**src/rtl/data_ram_arbiter.sv**
```systemverilog
// data_ram_arbiter - round-robin arbiter sharing one single-port data RAM between
// the CPU load/store port (0) and the debug/loader port (1).
module data_ram_arbiter #(
  parameter int ADDR_WIDTH  = 8,
  parameter int DATA_WIDTH  = 32,
  parameter int RAM_LATENCY = 1
) (
  input  logic                  clk_25mhz,
  input  logic                  rst_n,
  input  logic                  req0,
  input  logic                  req1,
  input  logic                  we0,
  input  logic                  we1,
  input  logic [ADDR_WIDTH-1:0] addr0,
  input  logic [ADDR_WIDTH-1:0] addr1,
  input  logic [DATA_WIDTH-1:0] wdata0,
  input  logic [DATA_WIDTH-1:0] wdata1,
  output logic                  ack0,
  output logic                  ack1,
  output logic [DATA_WIDTH-1:0] rdata,
  output logic                  ram_en,
  output logic                  ram_we,
  output logic [ADDR_WIDTH-1:0] ram_addr,
  output logic [DATA_WIDTH-1:0] ram_wdata,
  input  logic [DATA_WIDTH-1:0] ram_rdata,
  output logic                  busy,
  output logic                  grant_id
);

  localparam int CNT_W = 2;

  typedef enum logic [1:0] {
    IDLE  = 2'd0,
    ISSUE = 2'd1,
    WAIT  = 2'd2,
    DONE  = 2'd3
  } state_t;

  state_t                  state;
  state_t                  state_nxt;
  logic [CNT_W-1:0]        cnt;
  logic                    last_served;
  logic                    we_q;
  logic [ADDR_WIDTH-1:0]   addr_q;
  logic [DATA_WIDTH-1:0]   wdata_q;
  logic                    take;
  logic                    pick;

  always_ff @(posedge clk_25mhz or negedge rst_n) begin
    if (!rst_n) begin
      state <= IDLE;
    end else begin
      state <= state_nxt;
    end
  end

  // On a conflict the port that was not served last wins, so a pending port
  // waits for at most one foreign transaction.
  always_comb begin
    state_nxt = state;
    take      = 1'b0;
    pick      = grant_id;
    case (state)
      IDLE: begin
        if (req0 || req1) begin
          take      = 1'b1;
          pick      = (req0 && req1) ? ~last_served : req1;
          state_nxt = ISSUE;
        end
      end
      ISSUE: state_nxt = WAIT;
      WAIT: begin
        if (cnt == '0) begin
          state_nxt = DONE;
        end
      end
      DONE:    state_nxt = IDLE;
      default: state_nxt = IDLE;
    endcase
  end

  always_ff @(posedge clk_25mhz or negedge rst_n) begin
    if (!rst_n) begin
      cnt         <= '0;
      last_served <= 1'b1;
      grant_id    <= 1'b0;
      we_q        <= 1'b0;
      addr_q      <= '0;
      wdata_q     <= '0;
      rdata       <= '0;
    end else begin
      if (take) begin
        grant_id <= pick;
        we_q     <= pick ? we1 : we0;
        addr_q   <= pick ? addr1 : addr0;
        wdata_q  <= pick ? wdata1 : wdata0;
      end
      if (state == ISSUE) begin
        cnt <= CNT_W'(RAM_LATENCY - 1);
      end
      if (state == WAIT) begin
        if (cnt == '0) begin
          if (!we_q) begin
            rdata <= ram_rdata;
          end
        end else begin
          cnt <= cnt - 1'b1;
        end
      end
      if (state == DONE) begin
        last_served <= grant_id;
      end
    end
  end

  // RAM strobes decode straight from the state so an async reset drops them at once.
  assign ram_en    = (state == ISSUE);
  assign ram_we    = ram_en & we_q;
  assign ram_addr  = ram_en ? addr_q : '0;
  assign ram_wdata = ram_en ? wdata_q : '0;
  assign ack0      = (state == DONE) & ~grant_id;
  assign ack1      = (state == DONE) & grant_id;
  assign busy      = (state != IDLE);

endmodule

```
**config.mk**
```make
export PLATFORM = sky130hd
export DESIGN_NAME = data_ram_arbiter
export DESIGN_NICKNAME = d
export VERILOG_FILES = /design/src/rtl/data_ram_arbiter.sv
export SDC_FILE = /design/constraint.sdc
export NUM_CORES = 1
export LEC_CHECK = 0
export ABC_AREA = 1
export CAP_MARGIN = 20
export CORE_UTILIZATION = 47
export CTS_BUF_LIST = sky130_fd_sc_hd__clkbuf_4 sky130_fd_sc_hd__clkbuf_8
export DETAILED_ROUTE_END_ITERATION = 8
export DONT_BUFFER_PORTS = 1
export PLACE_DENSITY = 0.64
export SLEW_MARGIN = 10
export SYNTH_ARGS = -nofsm -noshare
export SYNTH_HDL_FRONTEND = slang
export SYNTH_SLANG_ARGS = --single-unit
```
**constraint.sdc**
```tcl
create_clock -name clk_25mhz -period 3.5 [get_ports clk_25mhz]
set_input_delay 1.05 -clock clk_25mhz [delete_from_list [all_inputs] [get_ports clk_25mhz]]
set_output_delay 1.05 -clock clk_25mhz [all_outputs]
set_load 0.01 [all_outputs]
```
# After elaboration in Yosys (flattened, before gate mapping)
# Index checks and enable logic that the tools add are counted.
[classes]
addsub = 1
eq_ne = 5
n_mux = 16
n_bitwise = 6
reduce_logical = 7
[ops]
columns = ["op", "count"]
rows = [
  ["$mux W32", 2],
  ["$mux W8", 2],
  ["$mux W2", 5],
  ["$pmux W2 S4", 1],
  ["$mux W1", 6],
  ["$eq A2 B2 Y1 const B", 2],
  ["$logic_not A2 Y1", 2],
  ["$ne A2 B2 Y1 const B", 2],
  ["$and A1 B1 Y1", 3],
  ["$not A1 Y1", 3],
  ["$reduce_and A3 Y1", 1],
  ["$eq A2 B1 Y1 const B", 1],
  ["$reduce_and A2 Y1", 1],
  ["$reduce_bool A2 Y1", 1],
  ["$sub A2 B1 Y2 const B", 1],
  ["$logic_and A1 B1 Y1", 1],
  ["$logic_or A1 B1 Y1", 1],
]
[totals]
regBits = 79
in_bits = 118
out_inout_bits = 78
wordCells = 43

# Depth between registers and ports, before layout
[logic_depth]
ltp_word = 5
mapped_depth = 10
ltp_nobuf = 9

# Worst setup path before layout
# Ideal clock, no wire load.
[synth_path]
path_kind = "register to output"
startpoint = "register state[1]"
endpoint = "output port ram_addr[0]"
arrival_time_ps = 1318
required_time_ps = 2450
path_slack_ps = 1132
stages_incl_launch_ff = 7
path_buffers = 2
cell_sequence = "dfrtp_1 inv_1 ha_1 clkbuf_1 clkbuf_1 nand2_1 inv_1"
[synth_between]
elab_chain_cells = 2
[synth_rtl]
columns = ["element", "line_no", "text"]
rows = [
  ["start, declared", "39", "state_t state;"],
  ["start signal, assigned", "53", "state <= state_nxt;"],
  ["$eq A2 B1 Y1", "117", "assign ram_en = (state == ISSUE);"],
  ["via ram_en", "21", "output logic ram_en,"],
  ["$mux W8", "119", "assign ram_addr = ram_en ? addr_q : '0;"],
  ["end, declared", "23", "output logic [ADDR_WIDTH-1:0] ram_addr,"],
]
# The timed path passes the listed nets, and every way through them passes these cells.

# Worst setup path in the final report
[layout_path]
startpoint = "register state[1]"
endpoint = "output port ram_wdata[2]"
[layout_between]
elab_chain_cells = 2
[layout_rtl]
columns = ["element", "line_no", "text"]
rows = [
  ["$eq A2 B1 Y1", "117", ""],
  ["$mux W32", "120", "assign ram_wdata = ram_en ? wdata_q : '0;"],
  ["end, declared", "24", "output logic [DATA_WIDTH-1:0] ram_wdata,"],
]
# Every way passes these cells.

==> out/metrics.cfg <==
[yosys]
syn_avg_cell_area_um2 = 6.93
ys_warn_count = 0
synth_largest_area_cell = dfrtp_1
seq_area_frac_synth = 0.464
synth_cell_types = 20
async_flop_share = 1.00
synth.most_common_cell = nand2_1
ys_top_cells_by_area = dfrtp_1 (46%), nand2_1 (24%), inv_1 (11%), a21oi_1 (4.2%), nand3_1 (3.9%)
synth-edff-count = 0
synth_cells = 615
ys.flop_type = dfrtp_1
synth_nets = 738
yosysTopAreaCellShare = 0.458
synthesis.area_um2 = 4260
ys_seq_elements = 79
synth_common_cells = nand2_1 (274), inv_1 (126), dfrtp_1 (78), a21oi_1 (36), nand3_1 (33)

[clock_network]
post_cts_resized = 0
cts_num_sinks = 79
cts_root_buffer = clkbuf_8
clkTransAtPathRegs_ps = 80
cts-hold-fix-buffers = 0
cts_tree = built
clock_latency_ps = 330
post-cts-setup-buffers = 0
htree_levels = 3
cts_buffers = 9
cts_buffer_depth = 2

[floorplanning]
start_util = 0.486
pin_count = 196
rows = 34
dieArea_um2 = 9450
die_width_um = 97.2
die_h_um = 97.2
core-area_um2 = 8760

[power]
p_seq_frac = 0.429
sw_frac_of_total = 0.427
ir_worst_vdd_mv = 0.454
p_clk_frac = 0.196
power-per-cell-area_nw_per_um2 = 886
p_leak_nw = 2.87
power.internal_mw = 2.30
total_power_mw = 4.01
power_frac_comb = 0.374
switching_power_mw = 1.71

[grt]
grt-busiest-layer = met2
antenna_found_initial = 0
overflow = 0
grt_max_degree = 80
met2_usage = 0.330
use_met3 = 0.0410
grt_pass1_wl_um = 14700
grt_pass1_vias = 3275
grt.total_usage = 0.189
gr-usage-met1 = 0.233

[critical_path]
worstPathCellList = inv_1 > ha_2 > nand2_1 > inv_1
critPathRequiredTime_ps = 2450
critPathBufInv = 2
critical-path-top-delay-family = adder cells
cp-end-kind = output pin
cpMostUsedCell = inv_1
cpPeakStageDelay_ps = 740
start_kind = register
worst_path_max_delay_cell = ha_2
crit_fanout = 43
critPathKind = reg -> out
critPathArrivalTime_ps = 1890

[timing]
clock-skew-final_ps = 10.5
fmaxAchievable_ghz = 0.340
drv_slew = 0
tns_ps = 0
setup_viol = 0
finalHoldViolations = 0
rsz0062_at_grt = no
timing.slew.headroom = 0.323
worstMarginPinSlew_ps = 1010
finalCriticalPeriod_ps = 2940
fin_crit_sh = 0.841

[placed_design]
port_buffers = 0
hpwl_um = 6090
gp_congestion = 0.811

[route]
post-route-drc-count = 0
drt_iter0_markers = 90
via_count = 3468
wl_per_cell_um = 12.6
wirelength_um = 8980
firstDrtPassIters = 4
ant_nets = 0
vias_per_cell = 4.86

[outcome]
outcome = finished clean

[job]
maxCapViolations = 0

[final_layout]
diodes = 0
drive_gt1_frac = 0.0512
nets = 725
syn_to_final_growth_pct = 6.11
fillers = 867

[worst_hold_path]
hp-class = in -> async

## state kept, by name, indices dropped and copies added, names as in the netlist
register	count
wdata_q	32
state	2
grant_id	1
cnt	2
last_served	1
addr_q	8
we_q	1
rdata	32
## power by group through the flow
stage	clock [mW]	sequential [mW]	combinational (mW)
after global routing	0.846	1.77	1.76
final	0.786	1.72	1.50
after detailed placement	0	1.73	1.53
after global placement	0	1.74	1.46
after CTS	0.816	1.72	1.53
after floorplan	0	1.65	1.32
## placed cells by master, fill, tap and decap left out, drive strengths merged, types with 3 or more instances in the layout
cell,count
o21ai,5
bufinv,3
clkbuf,9
a21oi,36
inv,126
nand2,278
dfrtp,78
nand3b,16
buf,5
ha,5
nor2,6
nand3,33
## worst paths after layout
path                             start            to  slack, ps  depth (start not counted)
hold / removal                   rst_n      rdata[5]        400                          0
hold reg to reg            wdata_q[10]   wdata_q[10]        490                          2
setup / recovery              state[1]  ram_wdata[2]        560                          4
min in group clk_25mhz     wdata_q[10]   wdata_q[10]        490                          2
max in group asynchronous        rst_n   last_served       2900                          0
setup reg to reg              state[0]     rdata[21]       1110                          8
## per-layer routing
| metal | part of all wire | wire [um] |
|---|---|---|
| met5 | 0 | 0 |
| met4 | 0.015 | 132 |
| met3 | 0.063 | 565 |
| met2 | 0.48 | 4320 |
| met1 | 0.44 | 3960 |
## final cells by class
type | count | area (um^2) | area share
inverters | 127 | 478 | 0.106
multi-input cells | 380 | 1660 | 0.367
clock inverters | 6 | 110 | 0.0243
repair buffers | 5 | 37.5 | 0.00830
well taps | 108 | 135 | 0.0299
clock buffers | 9 | 124 | 0.0274
flip-flops and latches | 79 | 1980 | 0.437
## metrics by stage
| step | hold slack (ps) | worst slack, ps | cell area (um^2) | instances | util |
|---|---|---|---|---|---|
| 4_1_cts | 382 | 482 | 4520 | 714 | 0.516 |
| 6_report | 403 | 556 | 4520 | 714 | 0.516 |
| 5_1_grt | 375 | 338 | 4520 | 714 | 0.516 |
| 3_3_place_gp | 464 | 913 | 4290 | 699 | 0.489 |
| 2_1_floorplan | 449 | 1130 | 4260 | 615 | - |
| 3_5_place_dp | 466 | 856 | 4290 | 699 | 0.489 |
## logic make-up after synthesis
kind of cell               Yosys count  synth area share
and+or+nand+nor                    334             0.323
buffers and inverters              156             0.149
DFF                                 79             0.464
AOI/OAI and AO/OA                   41            0.0490
adders and majority gates            5            0.0147
Note: power is estimated with default switching activity, not from simulation.
